===== config.mk =====
export PLATFORM = sky130hd
export DESIGN_NAME = serial_adder
export DESIGN_NICKNAME = d
export VERILOG_FILES = /design/src/rtl/serial_adder_pkg.sv /design/src/rtl/serial_adder_fa.sv /design/src/rtl/serial_adder.sv
export SDC_FILE = /design/constraint.sdc
export NUM_CORES = 1
export LEC_CHECK = 0
export CORE_MARGIN = 4
export CORE_UTILIZATION = 55
export DETAILED_ROUTE_END_ITERATION = 6
export PLACE_DENSITY_LB_ADDON = 0.15
export SYNTH_ARGS = -nofsm -noshare
export SYNTH_HDL_FRONTEND = slang
export SYNTH_SLANG_ARGS = --single-unit

===== constraint.sdc =====
create_clock -name clk -period 4.2 [get_ports clk]
set_clock_uncertainty 0.2 [all_clocks]
set_input_delay 1.05 -clock clk [delete_from_list [all_inputs] [get_ports clk]]
set_output_delay 1.05 -clock clk [all_outputs]
set_load 0.01 [all_outputs]

===== src/rtl/serial_adder_pkg.sv =====
// Shared definitions for the bit-serial adder: FSM state encoding and WIDTH legality bounds.
package serial_adder_pkg;

    typedef enum logic [1:0] {
        IDLE  = 2'd0,
        SHIFT = 2'd1,
        DONE  = 2'd2
    } state_t;

    localparam int unsigned WIDTH_MIN = 2;
    localparam int unsigned WIDTH_MAX = 32;

endpackage


===== src/rtl/serial_adder_fa.sv =====
// Single-bit full-adder cell, purely combinational; the only arithmetic in the serial adder.
module full_adder_1bit (
    input  logic a,
    input  logic b,
    input  logic cin,
    output logic sum,
    output logic cout
);

    assign sum  = a ^ b ^ cin;
    assign cout = (a & b) | (cin & (a ^ b));

endmodule


===== src/rtl/serial_adder.sv =====
// Bit-serial adder: {cout,sum} = a + b + cin, one bit per clock through one full-adder cell.
// Define SERIAL_ADDER_OVF_EN to add the registered signed-overflow output ovf.
module serial_adder
    import serial_adder_pkg::*;
#(
    parameter int unsigned WIDTH = 8
) (
    input  logic             clk,
    input  logic             rst,
    input  logic             start,
    input  logic [WIDTH-1:0] a,
    input  logic [WIDTH-1:0] b,
    input  logic             cin,
    output logic             busy,
    output logic             done,
    output logic [WIDTH-1:0] sum,
    output logic             cout
`ifdef SERIAL_ADDER_OVF_EN
    ,
    output logic             ovf
`endif
);

    localparam int unsigned CW = $clog2(WIDTH) + 1;

    generate
        if (WIDTH < WIDTH_MIN || WIDTH > WIDTH_MAX) begin : g_width_check
            $error("serial_adder: WIDTH out of range 2..32");
        end
    endgenerate

    state_t           state;
    logic [WIDTH-1:0] a_sr;
    logic [WIDTH-1:0] b_sr;
    logic [WIDTH-1:0] psum;
    logic             carry;
    logic [CW-1:0]    cnt;
    logic             fa_s;
    logic             fa_c;

    full_adder_1bit u_fa (
        .a    (a_sr[0]),
        .b    (b_sr[0]),
        .cin  (carry),
        .sum  (fa_s),
        .cout (fa_c)
    );

    // Sequencer: LSB-first shifting; sum/cout only move at the completion edge.
    always_ff @(posedge clk or posedge rst) begin
        if (rst) begin
            state <= IDLE;
            a_sr  <= '0;
            b_sr  <= '0;
            psum  <= '0;
            carry <= 1'b0;
            cnt   <= '0;
            busy  <= 1'b0;
            done  <= 1'b0;
            sum   <= '0;
            cout  <= 1'b0;
`ifdef SERIAL_ADDER_OVF_EN
            ovf   <= 1'b0;
`endif
        end else begin
            case (state)
                IDLE: begin
                    done <= 1'b0;
                    if (start) begin
                        a_sr  <= a;
                        b_sr  <= b;
                        carry <= cin;
                        cnt   <= '0;
                        psum  <= '0;
                        busy  <= 1'b1;
                        state <= SHIFT;
                    end
                end
                SHIFT: begin
                    a_sr  <= a_sr >> 1;
                    b_sr  <= b_sr >> 1;
                    psum  <= {fa_s, psum[WIDTH-1:1]};
                    carry <= fa_c;
                    cnt   <= cnt + CW'(1);
                    if (cnt == CW'(WIDTH - 1)) begin
                        sum   <= {fa_s, psum[WIDTH-1:1]};
                        cout  <= fa_c;
`ifdef SERIAL_ADDER_OVF_EN
                        // carry register holds the carry into the MSB during the last shift
                        ovf   <= carry ^ fa_c;
`endif
                        done  <= 1'b1;
                        state <= DONE;
                    end
                end
                DONE: begin
                    done  <= 1'b0;
                    busy  <= 1'b0;
                    state <= IDLE;
                end
                default: begin
                    done  <= 1'b0;
                    busy  <= 1'b0;
                    state <= IDLE;
                end
            endcase
        end
    end

endmodule


==> metrics list <==
- Cell Rows: 20
* Antenna violations before repair: 0
- The worst pin sits at a relative slew slack of 0.403.
- Part of the total power dissipated in combinational logic: 0.336
- Register-to-register setup slack: 1.76 ns
- The worst register-to-register path begins at state[0]$_DFFE_PP0P_.
- Primary FF master, synth: sky130_fd_sc_hd__dfrtp_1
- Peak supply drop: 447 uV
- Die width: 64.6 um
- The critical path is of the in -> reg type.
- Post-CTS setup buffer count: 0
- TritonCTS built the clock tree.
- Total of endpoints with negative setup slack in the final report: 0
* Hold Violations, Final: 0
* CTS hold repair buffers: 0
* Top post-synthesis cells by area: sky130_fd_sc_hd__dfrtp_1 58%, sky130_fd_sc_hd__mux2_2 6.4%, sky130_fd_sc_hd__o21ai_0 5.1%
* Vias/cell: 5.43
- In this run, post-CTS repair resized a total of 0 instances.
- Worst-path clk slew: 0.13 ns
- The cell area that synthesis handed to floorplanning was 1760 sq um.
* Hold_ws: 0.301 ns
* Cell area power density: 699 nW/um^2
- The detailed router finished its first iteration with 58 violations.
- The critical path goes through clkdlybuf4s50_1, o21bai_1, buf_4, a22oi_1, o31ai_1.
* Final critical-path share of the clock period: 0.641
- The die is 64.6 um tall.
- Share of synthesized registers carrying an async set or reset: 1.00
* Least-Margin Pin Slew: 0.896 ns
- Result of the run: completed
* Antenna-violating nets left: 0
- Summed over all nets, the half-perimeter wirelength after detailed placement is 2470 um.
- Max H-tree Level: 2
- Setup repair after global routing missed its margin: no
- Count of cell types in the netlist: 22
* DRT Pass-1 Iters: 4
- Routability-driven placement finished with a final weighted congestion of 0.719.
- The critical path starts at start.
- Crit start category: input port
* Maximum number of pins on one net before global-route repair: 34
- Total of warnings raised by yosys: 0
* Worst reg-to-reg path cell count: 3
* Post-synth net total: 177
- For this configuration, the core starts out at a cell density of 0.577.
- The die covers 4170 sq um.
- Latest clock arrival within the worst-skew pair: 0.35 ns
- The analysis attributes to cell leakage a power of 0.998 nW.
- Post-detailed-routing wire length: 3500 um
* Ant. Diodes: 0
- Class of the tightest hold or removal check: reg -> reg
- Deepest clock path buffer count: 2
- Data on the critical path is required at its endpoint by 4.27 ns.
* Max Fclk: 371 MHz
- The share of total power dissipated in sequential elements is 0.462.
* Vias in the first global route: 1348
* Placeable Area: 3050 sq um
- Largest stage delay on the critical path: 0.64 ns
* Internal power: 1.03 mW
- Hold path startpoint: a_sr[1]$_DFFE_PP0P_
* Layout cell share with drive strength beyond 1: 0.113
* Largest fanout of any net on the critical path: 18
- The routed layout has 1249 vias.
- In the final routed layout, each cell accounts on average for 15.2 um.
- Total congestion overflow: 0
* Number of enable-type register cells in the synthesized netlist: 0
* Overall track demand over capacity in global routing: 0.196
* Net Switching: 508 uW
* Endpoint arrival time on the critical path: 2.76 ns
- Buffers placed on the I/O ports in this run total 30.
* Max-cap violations: 0
* Min cycle time layout: 2.69 ns
- In this run the mean area of a mapped cell was 11.4 sq um.
- The worst setup path is captured at a register.
- Of the synthesized area, sequential elements account for 0.583.
* Library cell with the largest summed area after synthesis: sky130_fd_sc_hd__dfrtp_1
* CTS Root Cell: sky130_fd_sc_hd__clkbuf_4
- Flop and latch count out of synthesis: 41
- Switching share of power: 0.331
- After filler insertion, the fill cell instance count of the layout stands at 247.
- Area fraction of the dominant cell type after synthesis: 0.583
- For the final routed database, the setup TNS stands at 0 ns.
- Clk network pwr share: 0.202
- 31 I/O pins were placed.
- In the final design database the tool counted 207 nets.
* DRC violations left: 0
- The worst register-to-register path ends at sum[6]$_DFFE_PP0P_.
* Synthesis-to-finish area growth: 24.8%
- Number of standard cells after synthesis: 155
- The count of final max-slew check failures is 0.
* Worst setup path end: cnt[3]$_DFFE_PP0P_
- Together, buffers and inverters on the worst path number 2.
* Clock Sinks: 41
- Broken down by cell family, the worst path's largest delay share belongs to buffers and inverters.
- CP Depth: 5
- Among all stages on the critical path, the largest delay is contributed by sky130_fd_sc_hd__clkdlybuf4s50_1.
- The number of clock buffers added by TritonCTS is 5.
* Wire length of the first global-routing pass: 6300 um
state kept, by name (all words and copies together) (netlist names):
register / flops
a_sr: 8
b_sr: 8
sum: 8
psum: 7
cnt: 4
state: 2
busy: 1
carry: 1
cout: 1
done: 1
final cells by class:
| class | count | area [sq um] | area share |
|---|---|---|---|
| timing repair buffer | 32 | 315 | 0.144 |
| inverter | 1 | 3.75 | 0.00171 |
| sequential | 41 | 1030 | 0.467 |
| clock inverter | 3 | 65.1 | 0.0296 |
| clock buffer | 5 | 37.5 | 0.0171 |
| multi-input combinational | 104 | 694 | 0.316 |
| tap | 44 | 55.1 | 0.0251 |
how the worst min path moves through the flow:
stage	end	slack (ns)	cells past startpoint
finish	a_sr[1]$_DFFE_PP0P_	0.30	2
global route	done$_DFFE_PP0P_	0.33	1
CTS	b_sr[4]$_DFFE_PP0P_	0.31	2
detailed placement	a_sr[1]$_DFFE_PP0P_	0.27	2
global placement	a_sr[5]$_DFFE_PP0P_	0.27	2
floorplan	a_sr[1]$_DFFE_PP0P_	0.25	2
worst reg2reg max path, cell delays in order, from the launching register on:
cell and delay [ns]:
sky130_fd_sc_hd__dfrtp_1 0.95, sky130_fd_sc_hd__nand2b_1 0.27, sky130_fd_sc_hd__nor3_4 0.50, sky130_fd_sc_hd__mux2_2 0.40
cell usage in the layout, fill, tap and decap left out, types with 2 or more instances in the layout:
cell type	count
sky130_fd_sc_hd__a22oi_1	7
sky130_fd_sc_hd__a22o_1	9
sky130_fd_sc_hd__mux2_2	10
sky130_fd_sc_hd__nor2b_1	7
sky130_fd_sc_hd__dfrtp_1	41
sky130_fd_sc_hd__nand2_1	17
sky130_fd_sc_hd__and3b_1	9
sky130_fd_sc_hd__o21ai_0	18
sky130_fd_sc_hd__clkdlybuf4s50_1	30
sky130_fd_sc_hd__bufinv_16	2
sky130_fd_sc_hd__buf_4	2
sky130_fd_sc_hd__nor2_1	4
sky130_fd_sc_hd__a21oi_1	14
sky130_fd_sc_hd__clkbuf_4	5
synthesized netlist by cell type, drive strengths merged (2+ instances only):
master	n
nor2	4
nand2	17
clkbuf	7
a21oi	14
a22oi	7
mux2	10
and3b	9
buf	2
nor2b	7
dfrtp	41
o21ai	18
a22o	9
per-layer routing:
| metal | vias up | GRT usage | routed length (um) |
|---|---|---|---|
| met4 | 0 | 0.0633 | 52 |
| li1 | 616 | - | - |
| met2 | 27 | 0.299 | 1680 |
| met5 | - | 0 | 0 |
| met3 | 4 | 0.0607 | 160 |
| met1 | 602 | 0.270 | 1610 |
cells by family (layout without fill, tap and decap cells):
| family | after synthesis | in the layout | synth area share |
|---|---|---|---|
| AO/OA/AOI/OAI | 51 | 51 | 0.178 |
| adder cells (fa/ha/maj) | 2 | 2 | 0.0185 |
| buffers and inverters | 10 | 41 | 0.0227 |
| flip-flops | 41 | 41 | 0.583 |
| multiplexers | 10 | 10 | 0.0640 |
| AND/OR/NAND/NOR | 41 | 41 | 0.134 |
stage by stage:
stage	instance area, sq um	power [mW]	instances	setup slack [ns]	utilization
detailed placement	2090	1.24	222	1.15	0.686
floorplan	1760	1.03	155	2.00	-
global route	2200	1.66	230	1.38	0.720
global placement	2090	1.21	222	1.24	0.686
CTS	2200	1.55	230	1.53	0.720
finish	2200	1.53	230	1.51	0.720
power by group through the flow:
stage / Combinational, mW / Sequential [mW] / Clock, mW
6_report: 0.516 / 0.709 / 0.310
5_1_grt: 0.585 / 0.740 / 0.334
2_1_floorplan: 0.365 / 0.669 / 0
4_1_cts: 0.523 / 0.709 / 0.317
3_3_place_gp: 0.500 / 0.707 / 0
3_5_place_dp: 0.521 / 0.716 / 0
Note: power is estimated with default switching activity, not from simulation.
